$ cat src/rtl/ifm_in_fsm.sv
// ifm_in_fsm: ingress writer for the Ethernet RX frame FIFO pair.
// Takes the 64-bit MAC receive stream and writes each frame into the data FIFO as
// {eof, keep, data} words, plus one good/bad verdict bit per frame into the info FIFO.
// Frames that cannot fit are dropped whole at SOF or truncated (eof forced, verdict bad).
// The data and info FIFOs therefore always stay in frame lockstep.
// Optional build macro IFM_IN_STATS_EN: when defined, stat_frames/stat_drops are real
// 32-bit counters; when undefined they are tied to 0 and no counter flops exist.
module ifm_in_fsm #(
  parameter int unsigned C_MIN_LEN = 64,
  parameter int unsigned C_MAX_LEN = 1522
) (
  input  logic        sys_clk,
  input  logic        rx_reset,
  input  logic [63:0] rx_tdata,
  input  logic [7:0]  rx_tkeep,
  input  logic        rx_tvalid,
  input  logic        rx_tlast,
  input  logic        rx_tuser,
  output logic [72:0] data_fifo_wdata,
  output logic        data_fifo_wren,
  input  logic        data_fifo_afull,
  output logic        info_fifo_wdata,
  output logic        info_fifo_wren,
  input  logic        info_fifo_afull,
  output logic [31:0] stat_frames,
  output logic [31:0] stat_drops
);

  // Frame states; encoding kept as plain constants for compatibility with older tooling.
  localparam logic [1:0] StSync = 2'd0;  // waiting for a frame boundary after reset
  localparam logic [1:0] StIdle = 2'd1;  // next valid beat is SOF
  localparam logic [1:0] StData = 2'd2;  // frame being written
  localparam logic [1:0] StDrop = 2'd3;  // discarding the rest of a frame

  // The running count saturates at 16383, so limits are compared at 14 bits.
  localparam logic [13:0] MinLen = 14'(C_MIN_LEN);
  localparam logic [13:0] MaxLen = 14'(C_MAX_LEN);

  logic [1:0]  state_q, state_d;
  logic [13:0] len_q, len_d;
  logic        data_wren_q, data_wren_d;
  logic [72:0] data_wdata_q, data_wdata_d;
  logic        info_wren_q, info_wren_d;
  logic        info_wdata_q, info_wdata_d;
  logic        sof_drop;

  logic [3:0]  keep_cnt;
  logic [14:0] len_sum;
  logic [13:0] len_acc;
  logic [13:0] sof_len;

  // Verdict for a frame closed normally on its tlast beat.
  function automatic logic frame_good(input logic [13:0] len, input logic err);
    return !err && (len >= MinLen) && (len <= MaxLen);
  endfunction

  // Byte count of the current beat and the saturating running frame length.
  always_comb begin
    keep_cnt = '0;
    for (int i = 0; i < 8; i++) begin
      keep_cnt = keep_cnt + {3'd0, rx_tkeep[i]};
    end
    len_sum = {1'b0, len_q} + {11'd0, keep_cnt};
    len_acc = len_sum[14] ? 14'h3fff : len_sum[13:0];
    sof_len = {10'd0, keep_cnt};
  end

  // Next-state, length and FIFO write decode for the current beat.
  always_comb begin
    state_d      = state_q;
    len_d        = len_q;
    data_wren_d  = 1'b0;
    data_wdata_d = '0;
    info_wren_d  = 1'b0;
    info_wdata_d = 1'b0;
    sof_drop     = 1'b0;

    case (state_q)
      StSync: begin
        // Only leave once no frame can be in flight: a gap or a tlast beat.
        if (!rx_tvalid || rx_tlast) begin
          state_d = StIdle;
        end
      end

      StIdle: begin
        if (rx_tvalid) begin
          if (data_fifo_afull || info_fifo_afull) begin
            // No room for a whole frame: write nothing at all.
            sof_drop = 1'b1;
            len_d    = '0;
            if (!rx_tlast) begin
              state_d = StDrop;
            end
          end else begin
            len_d        = sof_len;
            data_wren_d  = 1'b1;
            data_wdata_d = {rx_tlast, rx_tkeep, rx_tdata};
            if (rx_tlast) begin
              info_wren_d  = 1'b1;
              info_wdata_d = frame_good(sof_len, rx_tuser);
            end else begin
              state_d = StData;
            end
          end
        end
      end

      StData: begin
        if (rx_tvalid) begin
          len_d       = len_acc;
          data_wren_d = 1'b1;
          if (rx_tlast) begin
            data_wdata_d = {1'b1, rx_tkeep, rx_tdata};
            info_wren_d  = 1'b1;
            info_wdata_d = frame_good(len_acc, rx_tuser);
            state_d      = StIdle;
          end else if (data_fifo_afull || (len_acc > MaxLen)) begin
            // Truncate: close the frame here as bad so the FIFOs stay in lockstep.
            data_wdata_d = {1'b1, rx_tkeep, rx_tdata};
            info_wren_d  = 1'b1;
            info_wdata_d = 1'b0;
            state_d      = StDrop;
          end else begin
            data_wdata_d = {1'b0, rx_tkeep, rx_tdata};
          end
        end
      end

      StDrop: begin
        if (rx_tvalid && rx_tlast) begin
          state_d = StIdle;
        end
      end

      default: begin
        state_d = StSync;
      end
    endcase
  end

  // State, length and registered FIFO write ports.
  always_ff @(posedge sys_clk) begin
    if (rx_reset) begin
      state_q      <= StSync;
      len_q        <= '0;
      data_wren_q  <= 1'b0;
      data_wdata_q <= '0;
      info_wren_q  <= 1'b0;
      info_wdata_q <= 1'b0;
    end else begin
      state_q      <= state_d;
      len_q        <= len_d;
      data_wren_q  <= data_wren_d;
      data_wdata_q <= data_wdata_d;
      info_wren_q  <= info_wren_d;
      info_wdata_q <= info_wdata_d;
    end
  end

  assign data_fifo_wren  = data_wren_q;
  assign data_fifo_wdata = data_wdata_q;
  assign info_fifo_wren  = info_wren_q;
  assign info_fifo_wdata = info_wdata_q;

`ifdef IFM_IN_STATS_EN
  logic [31:0] frames_q;
  logic [31:0] drops_q;

  // Frame and SOF-drop counters; both wrap naturally at 2^32.
  always_ff @(posedge sys_clk) begin
    if (rx_reset) begin
      frames_q <= '0;
      drops_q  <= '0;
    end else begin
      if (info_wren_d) begin
        frames_q <= frames_q + 32'd1;
      end
      if (sof_drop) begin
        drops_q <= drops_q + 32'd1;
      end
    end
  end

  assign stat_frames = frames_q;
  assign stat_drops  = drops_q;
`else
  logic unused_sof_drop;
  assign unused_sof_drop = sof_drop;
  assign stat_frames     = '0;
  assign stat_drops      = '0;
`endif

endmodule

$ cat config.mk
export PLATFORM = sky130hd
export DESIGN_NAME = ifm_in_fsm
export DESIGN_NICKNAME = d
export VERILOG_FILES = /design/src/rtl/ifm_in_fsm.sv
export SDC_FILE = /design/constraint.sdc
export NUM_CORES = 1
export LEC_CHECK = 0
export CAP_MARGIN = 20
export CORE_UTILIZATION = 40
export CTS_CLUSTER_DIAMETER = 50
export DETAILED_ROUTE_END_ITERATION = 12
export PLACE_DENSITY = 0.81
export SLEW_MARGIN = 20
export SYNTH_ARGS = -nofsm -noshare
export SYNTH_HDL_FRONTEND = slang
export SYNTH_SLANG_ARGS = --single-unit
$ cat constraint.sdc
create_clock -name sys_clk -period 7.55 [get_ports sys_clk]
set_clock_uncertainty 0.15 [all_clocks]
set_input_delay 1.51 -clock sys_clk [delete_from_list [all_inputs] [get_ports sys_clk]]
set_output_delay 1.51 -clock sys_clk [all_outputs]
set_load 0.05 [all_outputs]
==> flow_summary_export.csv <==
group,metric,value,unit
power,powerDensity,192,nW/um^2
synthesis,synthesis.area,4160,um^2
synthesis,yosys.area_share.simple,22.5,%
power,p_leak,2.26,nW
cells_and_area,syn_to_final_growth,39.0,%
clock_network,htreeDepth,3,
floorplanning,dieArea,10800,um^2
setup_path,cp_cell_sequence,"clkdlybuf4s50_1 > fa_1 > inv_1 > fa_1 > fa_1 > inv_1 > ha_1 > fa_1 > inv_1 > fa_1 > nand2b_1 > a21o_1 > or3_1 > o311a_1 > o211ai_2 > nor3b_2 > o41ai_2",
setup_path,r2r_slack,4400,ps
timing,tns,0,ps
clock_network,cts_resized,0,
setup_path,crit_top_cell,"fa_1",
global_route,grt_max_degree,71,
cells_and_area,drive_gt1_share,5.06,%
setup_path,reg2reg_depth,10,
routing,vias,3382,
timing,slew_violations,0,
floorplanning,die_h,104,um
clock_network,clock-sinks,92,
power,ir_worst_vdd,0.0974,mV
routing,wire_per_inst,14.3,um
status,status,"finished, final reports clean",
synthesis,synth-seq-cells,92,
synthesis,synth-edff-count,0,
placement,placed_area,5560,um^2
setup_path,path_delay_family,"adder cells",
global_route,grt_pass1_vias,3205,
worst_hold_path,min-delay-start,"len_q[2]",
setup_path,crit_path_max_incr_delay,550,ps
run,drv_cap,0,
setup_path,critical_path_class,"in2reg",
synthesis,ys_warn_count,0,
routing,route.detailed.drc,0,
timing,hold_viol,0,
synthesis,synth_top_area_share,44.2,%
cells_and_area,final_cell_area,5780,um^2
worst_hold_path,hold_class,"reg2reg",
clock_network,clock_latency,360,ps
routing,wl,10400,um
setup_path,cp.required,7660,ps
setup_path,worstReg2RegEnd,"state_q[1]",
timing,rsz0062_at_grt,"no",
synthesis,synthFlopType,"dfxtp_1",
setup_path,path_buf_inv,4,
worst_hold_path,hold_end,"len_q[2]",
timing,fmax,0.152,GHz
synthesis,synthAdderAreaFrac,5.71,%
setup_path,critical-path-slowest-cell,"fa_1",
routing,dr.pass1.iters,4,
routing,via_per_inst,4.66,
timing,min_period,6590,ps
setup_path,end_kind,"flop",
timing,setup_viol,0,
worst_hold_path,hold_path_depth,2,
cells_and_area,fillCellCount,858,
synthesis,avgSynthCellArea,9.48,um^2
floorplanning,floorplan.initialDensity,42.0,%
synthesis,yosys.area.top_type,"dfxtp_1",
cells_and_area,layout.nets,683,
setup_path,start_kind,"primary input",
timing,worst_pin_slew,1100,ps
global_route,track_usage,19.7,%
clock_network,cts.clk_slew.worst_paths,100,ps
global_route,grt_overflow,0,
clock_network,root_buffer,"clkbuf_8",
clock_network,cts_made_buffers,9,
setup_path,r2r_start,"len_q[0]",
timing,finalCritPeriodShare,87.3,%
floorplanning,core,9910,um^2
synthesis,synth_top_family_by_area,"simple AND/OR/NAND/NOR gates",
synthesis,seq_area_frac_synth,44.2,%
routing,dr.first_iter.drc_count,174,
clock_network,cts_tree,"built",
placement,hpwl,8050,um
synthesis,synth-async-reset-ratio,0,%
global_route,grt_pass1_wl,16800,um
synthesis,muxShareOfSynthArea,0.721,%
synthesis,yosys-top-cells-area,"dfxtp_1 44%, buf_4 12%, and2_1 10%",
setup_path,cp_max_fo,8,
global_route,antenna_found_initial,0,
synthesis,synth_xor_area_share,0.842,%
cells_and_area,antenna_cells,0,
floorplanning,die_w,104,um
power,power,1.11,mW
clock_network,post_cts_buffers,0,
synthesis,synth_compound_area_share,11.3,%
floorplanning,io_pins,219,
synthesis,syn_inst,439,
clock_network,clockBufferDepth,2,
placement,routabilityCongestion,0.918,
timing,slew_headroom,26.1,%
floorplanning,core.rowCount,36,
placement,portBuffers,154,
routing,postRouteAntennaNets,0,
clock_network,cts_hold_buf,0,
synthesis,synth.distinct_cells,61,
setup_path,cp.arrival,6700,ps
per-layer routing:
| layer | GRT usage [%] | wire [um] | vias up |
|---|---|---|---|
| met2 | 35.2 | 5360 | 178 |
| met4 | 10.1 | 223 | 0 |
| li1 | - | - | 1643 |
| met3 | 3.76 | 686 | 14 |
| met5 | 0 | 0 | - |
| met1 | 22.1 | 4130 | 1547 |
sequential cells by signal (all words and copies together), names as in the netlist:
signal	cells
data_fifo_wren	1
info_fifo_wren	1
state_q	2
len_q	14
data_fifo_wdata	73
info_fifo_wdata	1
metrics by stage:
stage	setup slack, ps	utilization (%)	cells	hold slack (ps)
after floorplan	1450	-	502	330
after global placement	762	56.1	709	344
after detailed placement	620	56.1	709	360
after CTS	987	58.2	725	375
after global routing	788	58.4	726	406
final	962	58.4	726	371
synth_stat cells, drive strengths merged, types with 4 or more instances:
cell type and instances:
clkbuf 12, nand2b 4, fa 5, buf 68, a21oi 22, ha 11
o211ai 4, nand3 6, dfxtp 92, a211oi 5, nor3 18, and3 4
nand3b 4, inv 16, nand2 11, and2 69, nor2 25, o21ai 12
logic make-up after synthesis:
kind of cell             after synthesis
AO/OA/AOI/OAI                         66
flip-flops                            92
multiplexers                           3
XOR/XNOR                               4
buffers and inverters                 96
adder cells (fa/ha/maj)               16
AND/OR/NAND/NOR                      161
other                                  1
worst max path at each step:
stage | from | endpoint | slack [ps] | cells past startpoint
after floorplan | rx_tkeep[0] | state_q[1] | 1450 | 17
after global placement | rx_tkeep[0] | state_q[1] | 760 | 17
after detailed placement | rx_tkeep[0] | state_q[1] | 620 | 17
after CTS | rx_tkeep[0] | state_q[1] | 990 | 17
after global routing | rx_tkeep[0] | state_q[0] | 790 | 17
final | rx_tkeep[0] | state_q[1] | 960 | 17
power by group:
group / internal, mW / total (mW) / switching [mW]
clock: 0.131 / 0.327 / 0.196
combinational: 0.101 / 0.283 / 0.182
sequential: 0.494 / 0.499 / 0.00503
total: 0.725 / 1.11 / 0.383
area by class of cell:
| type | count | area [um^2] | area share (%) |
|---|---|---|---|
| Sequential cell | 92 | 1840 | 31.8 |
| Clock buffer | 9 | 124 | 2.14 |
| Inverter | 16 | 60.1 | 1.04 |
| Tap cell | 133 | 166 | 2.88 |
| Timing Repair Buffer | 155 | 1560 | 27.0 |
| Multi-Input combinational cell | 314 | 1950 | 33.8 |
| Clock inverter | 7 | 76.3 | 1.32 |
worst reg2reg max path: stages (launching register included):
cell	delay [ps]
dfxtp_1	360
ha_1	190
inv_1	60
fa_1	390
nand2b_1	230
a21o_1	240
or3_1	540
o311a_1	190
o211ai_2	270
nor3b_2	110
o41ai_2	300
cells in the final DEF, fill, tap and decap left out, drive strengths merged, types with 3 or more instances in the layout:
master / instances
inv: 19
nand3b: 4
and2: 69
ha: 11
nand3: 6
o211ai: 4
nor2b: 3
and3: 4
nand2: 11
clkdlybuf4s50: 154
conb: 64
o21ai: 12
clkinv: 4
nor2: 25
mux2i: 3
nand2b: 4
a21oi: 22
clkbuf: 9
a211oi: 5
fa: 5
nor3: 18
or3: 3
nor4: 3
dfxtp: 92
(Power assumes the default switching activity.)
